===== config.mk =====
export PLATFORM = sky130hd
export DESIGN_NAME = uart_tx_serializer_flat
export DESIGN_NICKNAME = d
export VERILOG_FILES = /design/src/rtl/uart_pkg.sv /design/src/rtl/uart_tx_serializer_if.sv /design/src/rtl/uart_baud_counter.sv /design/src/rtl/uart_tx_serializer.sv /design/src/flat_wrapper.sv
export SDC_FILE = /design/constraint.sdc
export NUM_CORES = 1
export LEC_CHECK = 0
export CORE_MARGIN = 2
export CORE_UTILIZATION = 40
export CTS_CLUSTER_DIAMETER = 200
export CTS_CLUSTER_SIZE = 40
export DETAILED_ROUTE_END_ITERATION = 8
export HOLD_SLACK_MARGIN = 0.15
export PLACE_DENSITY_LB_ADDON = 0.3
export SLEW_MARGIN = 10
export SYNTH_ARGS = -nofsm -noshare
export SYNTH_HDL_FRONTEND = slang
export SYNTH_HIERARCHICAL = 1
export SYNTH_SLANG_ARGS = --single-unit

===== constraint.sdc =====
create_clock -name clk -period 2.3 [get_ports clk]
set_input_delay 0.46 -clock clk [delete_from_list [all_inputs] [get_ports clk]]
set_output_delay 0.46 -clock clk [all_outputs]
set_load 0.02 [all_outputs]

===== src/rtl/uart_pkg.sv =====
`default_nettype none
// +--------------------------------------------------------------------------+
// | uart_pkg : shared UART state encoding, defaults and clog2 helper.        |
// | Rev 1.0                                                                  |
// +--------------------------------------------------------------------------+
package uart_pkg;

  typedef enum logic [1:0] {
    ST_IDLE  = 2'd0,
    ST_START = 2'd1,
    ST_DATA  = 2'd2,
    ST_STOP  = 2'd3
  } state_e;

  localparam int CLKS_PER_BIT_DEF = 10417;
  localparam int DATA_BITS_DEF    = 8;

  // Width able to hold 0..value-1, never less than one bit.
  function automatic int clog2(input int value);
    int r;
    r = 1;
    for (int i = 1; i < 32; i++) begin
      if (((value - 1) >> i) != 0) r = i + 1;
    end
    return r;
  endfunction

endpackage
`default_nettype wire


===== src/rtl/uart_tx_serializer_if.sv =====
`default_nettype none
// +--------------------------------------------------------------------------+
// | uart_tx_serializer_if : requester <-> transmitter handshake and TX line. |
// | Rev 1.0                                                                  |
// +--------------------------------------------------------------------------+
interface uart_tx_serializer_if #(
  parameter int DATA_BITS = 8
);
  logic [DATA_BITS-1:0] tx_data;
  logic                 tx_start;
  logic                 tx_busy;
  logic                 tx_done;
  logic                 tx;

  modport master (output tx_data, tx_start, input tx_busy, tx_done, tx);
  modport slave  (input tx_data, tx_start, output tx_busy, tx_done, tx);
endinterface
`default_nettype wire


===== src/rtl/uart_baud_counter.sv =====
`default_nettype none
// +--------------------------------------------------------------------------+
// | uart_baud_counter : 0..CLKS_PER_BIT-1 counter, tick on terminal count.   |
// | Rev 1.0                                                                  |
// +--------------------------------------------------------------------------+
module uart_baud_counter
  import uart_pkg::*;
#(
  parameter int CLKS_PER_BIT = CLKS_PER_BIT_DEF
) (
  input  wire logic                             clk,
  input  wire logic                             rst,
  input  wire logic                             clear,
  input  wire logic                             enable,
  output logic                                  tick,
  output logic [clog2(CLKS_PER_BIT)-1:0]        count
);
  localparam int CW = clog2(CLKS_PER_BIT);
  localparam logic [CW-1:0] c_last = CW'(CLKS_PER_BIT - 1);

  logic [CW-1:0] count_q;

  always_ff @(posedge clk) begin
    if (rst || clear) begin
      count_q <= '0;
    end else if (enable) begin
      count_q <= (count_q == c_last) ? '0 : count_q + 1'b1;
    end
  end

  assign tick  = enable && (count_q == c_last);
  assign count = count_q;

endmodule
`default_nettype wire


===== src/rtl/uart_tx_serializer.sv =====
`default_nettype none
// +--------------------------------------------------------------------------+
// | uart_tx_serializer : 8N1 LSB-first UART transmitter, registered outputs. |
// | Rev 1.0                                                                  |
// +--------------------------------------------------------------------------+
module uart_tx_serializer
  import uart_pkg::*;
#(
  parameter int CLKS_PER_BIT = CLKS_PER_BIT_DEF,
  parameter int DATA_BITS    = DATA_BITS_DEF
) (
  input wire logic          clk,
  input wire logic          rst,
  uart_tx_serializer_if.slave tx_if
);
  localparam int CW = clog2(CLKS_PER_BIT);
  localparam int IW = clog2(DATA_BITS);
  localparam logic [IW-1:0] c_last_bit = IW'(DATA_BITS - 1);
  localparam logic [CW-1:0] c_pre_last = CW'(CLKS_PER_BIT - 2);

  state_e               state_q, state_d;
  logic [DATA_BITS-1:0] shift_q, shift_d;
  logic [IW-1:0]        idx_q, idx_d;
  logic                 tx_q, tx_d;
  logic                 busy_q, busy_d;
  logic                 done_q, done_d;
  logic                 w_accept;
  logic                 w_tick;
  logic [CW-1:0]        w_count;

  assign w_accept = (state_q == ST_IDLE) && tx_if.tx_start;

  uart_baud_counter #(.CLKS_PER_BIT(CLKS_PER_BIT)) u_baud (
    .clk    (clk),
    .rst    (rst),
    .clear  (w_accept),
    .enable (state_q != ST_IDLE),
    .tick   (w_tick),
    .count  (w_count)
  );

  always_ff @(posedge clk) begin
    if (rst) begin
      state_q <= ST_IDLE;
      shift_q <= '0;
      idx_q   <= '0;
      tx_q    <= 1'b1;
      busy_q  <= 1'b0;
      done_q  <= 1'b0;
    end else begin
      state_q <= state_d;
      shift_q <= shift_d;
      idx_q   <= idx_d;
      tx_q    <= tx_d;
      busy_q  <= busy_d;
      done_q  <= done_d;
    end
  end

  always_comb begin
    state_d = state_q;
    shift_d = shift_q;
    idx_d   = idx_q;
    case (state_q)
      ST_IDLE: begin
        if (w_accept) begin
          shift_d = tx_if.tx_data;
          idx_d   = '0;
          state_d = ST_START;
        end
      end
      ST_START: begin
        if (w_tick) begin
          idx_d   = '0;
          state_d = ST_DATA;
        end
      end
      ST_DATA: begin
        if (w_tick) begin
          shift_d = shift_q >> 1;
          idx_d   = idx_q + 1'b1;
          if (idx_q == c_last_bit) state_d = ST_STOP;
        end
      end
      default: begin
        if (w_tick) state_d = ST_IDLE;
      end
    endcase
  end

  // Outputs are registered, so they are derived from the upcoming state.
  always_comb begin
    tx_d   = 1'b1;
    busy_d = (state_d != ST_IDLE);
    done_d = (state_q == ST_STOP) && (w_count == c_pre_last);
    case (state_d)
      ST_START: tx_d = 1'b0;
      ST_DATA:  tx_d = shift_d[0];
      default:  tx_d = 1'b1;
    endcase
  end

  assign tx_if.tx      = tx_q;
  assign tx_if.tx_busy = busy_q;
  assign tx_if.tx_done = done_q;

endmodule
`default_nettype wire

===== src/flat_wrapper.sv =====
// flat-port wrapper written by rule: the top's interface ports become plain ports
module uart_tx_serializer_flat import uart_pkg::*;
#(
  parameter int CLKS_PER_BIT = CLKS_PER_BIT_DEF,
  parameter int DATA_BITS    = DATA_BITS_DEF
)
  (clk, rst, tx_if_tx_data, tx_if_tx_start, tx_if_tx_busy, tx_if_tx_done, tx_if_tx);
  uart_tx_serializer_if #(.DATA_BITS(DATA_BITS)) tx_if_i ();
  input wire logic clk;
  input wire logic rst;
  input wire logic [$bits(tx_if_i.tx_data)-1:0] tx_if_tx_data;
  input wire logic [$bits(tx_if_i.tx_start)-1:0] tx_if_tx_start;
  output wire logic [$bits(tx_if_i.tx_busy)-1:0] tx_if_tx_busy;
  output wire logic [$bits(tx_if_i.tx_done)-1:0] tx_if_tx_done;
  output wire logic [$bits(tx_if_i.tx)-1:0] tx_if_tx;
  assign tx_if_i.tx_data = tx_if_tx_data;
  assign tx_if_i.tx_start = tx_if_tx_start;
  assign tx_if_tx_busy = tx_if_i.tx_busy;
  assign tx_if_tx_done = tx_if_i.tx_done;
  assign tx_if_tx = tx_if_i.tx;
  uart_tx_serializer #(.CLKS_PER_BIT(CLKS_PER_BIT), .DATA_BITS(DATA_BITS)) u_core (.clk(clk), .rst(rst), .tx_if(tx_if_i));
endmodule

# Word-level counts from Yosys, hierarchy flattened
# Cells that the tools add are included.
# Widths: inputs -> output; s select.
# op_classes
addsub,2
eq_ne,11
mux,15
n_reduce_logical,11
# op_table
op,count
$eq 14x14->1 const B,2
$mux 8,2
$pmux 8 s2,1
$add 14x1->14 const B,1
$mux 14,1
$mux 2,5
$mux 3,3
$pmux 3 s3,1
$eq 2x2->1 const B,3
$ne 2x2->1 const B,3
$pmux 2 s3,1
$reduce_bool 2->1,3
$eq 2x1->1 const B,2
$reduce_and 4->1,1
$add 3x1->3 const B,1
$eq 3x3->1 const B,1
$logic_and 1x1->1,3
$reduce_and 3->1,1
$reduce_bool 3->1,1
$logic_not 2->1,1
$pmux 1 s2,1
$logic_or 1x1->1,1
# totals
reg_bits,30
out_inout_bits,3

# Longest topological paths before layout
# Gate-level depths: netlist of run 1.
# depth
ltp_word,6
mapped_depth,10

# By module
# The synthesis of run 1 kept the hierarchy.
# modules_own_cells
mod,n_inst,cells_per_inst,area_each_um2,seq_area_each_um2
uart_tx_serializer,1,79,735.7,320.3
uart_baud_counter,1,77,694.4,280.3

# Worst setup path after synthesis of run 1
# No wires, ideal clock.
# synth_path
path_kind,register to register
from,register u_core.state_q[0]
to,register u_core.shift_q[7]
setup_ns,0.128
arrival_ns,2.189
required_time_ns,2.172
path_slack_ns,-0.016
path_stages_with_launch,11
cell_sequence,dfxtp_1 clkbuf_8 or2_2 buf_4 or4b_1 nor4_2 and3b_4 buf_6 nor2_2 a22oi_1 nor2_1
# synth_via
elab_chain_len,4
# synth_lines
item,line_no,text
"start, declared",uart_tx_serializer.sv:21,"state_e state_q, state_d;"
"start signal, assigned",uart_tx_serializer.sv:51,state_q <= state_d;
$reduce_bool 2->1,uart_tx_serializer.sv:37,".enable (state_q != ST_IDLE),"
$logic_and 1x1->1,uart_baud_counter.sv:31,assign tick = enable && (count_q == c_last);
net u_core.w_tick,uart_tx_serializer.sv:28,logic w_tick;
$ne 2x2->1 (no source line),--,
$reduce_and 3->1 (no source line),--,
"end signal, assigned",uart_tx_serializer.sv:52,shift_q <= shift_d;
"end, declared",uart_tx_serializer.sv:22,"logic [DATA_BITS-1:0] shift_q, shift_d;"
# The timed path passes the listed nets, and every way through them passes these cells.
# A chain may end at the register's enable or synchronous reset.

# Worst setup path in the final report of run 1
# Same ends and word-level chain as after synthesis.

==> results of run 1 <==
-- flip-flops by register name (all words and copies together) (netlist names) --
register / flops
u_core/shift_q: 8
u_core/state_q: 2
u_core/tx_if.tx_done: 1
u_core/u_baud/count: 14
u_core/tx_if.tx: 1
u_core/tx_if.tx_busy: 1
u_core/idx_q: 3
-- cell type report --
class / count / area [um2] / area share, %
clock buffer: 5 / 37.5 / 2.24
sequential: 30 / 601 / 35.8
timing repair buffer: 19 / 175 / 10.5
clock inverter: 3 / 40.0 / 2.39
tap: 46 / 57.6 / 3.44
multi-input combinational: 113 / 742 / 44.3
inverter: 6 / 22.5 / 1.34
-- through the flow --
stage               hold WS [ns]  cell area (um2)  setup WS [ns]
CTS                        0.461             1670         0.0553
global route               0.476             1680         0.0255
floorplan                  0.430             1440         0.0575
global placement           0.440             1590          0.179
detailed placement         0.447             1590         0.0574
finish                     0.461             1680          0.138
-- critical path, delay by kind of cell, from the launching register on --
| family | cells | cell delay (ns) |
|---|---|---|
| AOI/OAI and AO/OA | 1 | 0.15 |
| and+or+nand+nor | 6 | 1.54 |
| DFF | 1 | 0.34 |
-- worst paths after layout --
check | start | endpoint | slack (ns) | cells past startpoint
hold reg to reg | u_core/shift_q[4]$_SDFFE_PP0P_ | u_core/shift_q[4]$_SDFFE_PP0P_ | 0.46 | 2
hold / removal | u_core/shift_q[4]$_SDFFE_PP0P_ | u_core/shift_q[4]$_SDFFE_PP0P_ | 0.46 | 2
setup / recovery | u_core/state_q[0]$_SDFF_PP0_ | u_core/shift_q[7]$_SDFFE_PP0P_ | 0.14 | 7
setup reg to reg | u_core/state_q[0]$_SDFF_PP0_ | u_core/shift_q[7]$_SDFFE_PP0P_ | 0.14 | 7
-- cells in the final DEF, fill, tap and decap left out, types with 5 or more instances in the layout --
master	count
a22oi_1	9
a21oi_1	7
dfxtp_1	30
nand2_1	14
clkdlybuf4s50_1	13
nand3_1	5
xnor2_1	12
inv_1	6
clkbuf_4	5
nor3_1	5
nand4_1	5
nor2_1	21
buf_4	6
-- power by group --
group | switching [mW] | leakage (nW) | internal [mW] | total [mW]
Clock | 0.180 | 0.0450 | 0.225 | 0.405
Combinational | 0.0452 | 0.278 | 0.0478 | 0.0930
Sequential | 0.00986 | 0.244 | 0.534 | 0.543
-- per-layer routing --
metal	wire length [um]	share of wire, %	up-vias
li1	-	-	586
met1	1250	46	542
met2	1350	49	13
met3	89	3.3	6
met4	55	2.0	0
met5	0	0	-
-- kinds of logic (layout without fill, tap and decap cells) --
| kind of cell | after synthesis | count (layout) | share of synthesized area, % |
|---|---|---|---|
| multiplexers | 2 | 2 | 1.40 |
| adder cells (fa/ha/maj) | 4 | 4 | 3.50 |
| AND/OR/NAND/NOR | 69 | 69 | 26.1 |
| XOR/XNOR | 15 | 15 | 9.19 |
| buffers and inverters | 13 | 33 | 7.09 |
| flip-flops | 30 | 30 | 42.0 |
| AO/OA/AOI/OAI | 23 | 23 | 10.8 |
==> impl_metrics.env, run 1 <==
export IMPL_ir_drop_mv=0.283
export IMPL_synth_top_area_share_pct=42.0
export IMPL_die_width_um=63.8
export IMPL_drt_iter0_drc=27
export IMPL_fmax_mhz=463
export IMPL_cts_tree="done"
export IMPL_gr_max_usage_layer="met2"
export IMPL_yosysMostFrequentCell="dfxtp_1"
export IMPL_grt_pass1_wl_mm=4.54
export IMPL_holdBufCountCts=0
export IMPL_cp_arrival_ns=2.38
export IMPL_core_um2=3390
export IMPL_syn_area_um2=1430
export IMPL_outcome="finished, final reports clean"
export IMPL_critPathSlowestCell="or4b_1"
export IMPL_ios=14
export IMPL_area_growth_pct=17.1
export IMPL_worstSetupPathType="reg -> reg"
export IMPL_grt_max_degree=15
export IMPL_ant_nets=0
export IMPL_worstPathRequired_ns=2.51
export IMPL_synth_ff_type="dfxtp_1"
export IMPL_power_density_nw_per_um2=621
export IMPL_rows=21
export IMPL_dr_pass1_iters=4
export IMPL_cts_buffers=5
export IMPL_synth_warning_count=6
export IMPL_synthTopCellsByArea="dfxtp_1, xnor2_1, nor2_1"
export IMPL_drcViolationCount=0
export IMPL_utilization_pct=49.4
export IMPL_yosysTopAreaCell="dfxtp_1"
export IMPL_p_leak_nw=0.567
export IMPL_track_usage_pct=14.3
export IMPL_tightest_slew_ns=0.377
export IMPL_dp_hpwl_mm=2.04
export IMPL_clock_latency_ns=0.33
export IMPL_grt_use_met3_pct=4.75
export IMPL_start_util_pct=42.2
export IMPL_vias_per_cell=5.17
export IMPL_start_kind="flop"
export IMPL_synthCells=156
export IMPL_synth_common_cells="dfxtp_1, nor2_1, nand2_1"
export IMPL_nets=190
export IMPL_hold_path_class="reg -> reg"
export IMPL_gr_total_overflow=0
export IMPL_cts_root_buf="clkbuf_4"
export IMPL_clkSlewWorstSetupHoldPaths_ns=0.09
export IMPL_synth_seq_area_share_pct=42.0
export IMPL_gp_congestion=0.790
export IMPL_via_count=1147
export IMPL_n_antenna_cell=0
export IMPL_finalSetupViolations=0
export IMPL_postSynthAreaPerCell_um2=9.17
export IMPL_synthArstFlopShare_pct=0
export IMPL_syn_num_nets=171
export IMPL_grt_pass1_vias=1029
export IMPL_synth_edf_count=0
export IMPL_rsz0062_at_grt="no"
export IMPL_drt_total_wl_mm=2.74
export IMPL_slew_headroom_pct=74.8
export IMPL_cts_setup_buffers=0
export IMPL_instances_no_fill=222
export IMPL_clock_path_buffers=2
export IMPL_met2_usage_pct=23.6
export IMPL_die_area_um2=4070
export IMPL_port_buffers=13
export IMPL_nFillCells=318
export IMPL_synth_cell_type_count=36
export IMPL_finClkSkew_ns=0.00780
export IMPL_p_total_mw=1.04
export IMPL_critPathMaxFanout=11
export IMPL_cap_viol_max_count=0
export IMPL_wl_per_cell_um=12.3
export IMPL_grtUsageMet1_pct=16.8
export IMPL_cts_max_level=2
export IMPL_finalCritPeriodShare_pct=94.0
export IMPL_cp_end_kind="flop"
export IMPL_period_needed_ns=2.16
export IMPL_cp_cell_sequence="or2_2 > or4b_1 > nor4_4 > and3b_4 > nor2_2 > a22oi_1 > nor2_1"
export IMPL_fin_setup_tns_ns=0
export IMPL_hold_violations=0
export IMPL_cts_sinks=30
export IMPL_synth_seq_cells=30
export IMPL_crit_path_max_incr_delay_ns=0.50
export IMPL_final_max_slew_violation_count=0
export IMPL_cts_resized=0
export IMPL_dp_cells=214
export IMPL_antenna_found_initial=0
export IMPL_die_h_um=63.8
export IMPL_drive_gt1_share_pct=12.5
Note: power is estimated with default switching activity, not from simulation.
==> run 2: changes to the inputs <==
--- a/config.mk
+++ b/config.mk
@@ -8,7 +8,6 @@
 export CORE_MARGIN = 2
 export CORE_UTILIZATION = 40
 export CTS_CLUSTER_DIAMETER = 200
-export CTS_CLUSTER_SIZE = 40
 export DETAILED_ROUTE_END_ITERATION = 8
 export HOLD_SLACK_MARGIN = 0.15
 export PLACE_DENSITY_LB_ADDON = 0.3
==> results of run 2 <==
Final layout, timing and power as in run 1 (identical DEF).
==> run 3: changes to the inputs <==
--- a/config.mk
+++ b/config.mk
@@ -5,6 +5,7 @@
 export SDC_FILE = /design/constraint.sdc
 export NUM_CORES = 1
 export LEC_CHECK = 0
+export CAP_MARGIN = 20
 export CORE_MARGIN = 2
 export CORE_UTILIZATION = 40
 export CTS_CLUSTER_DIAMETER = 200
==> results of run 3 <==
Final layout, timing and power as in run 1 (identical DEF).
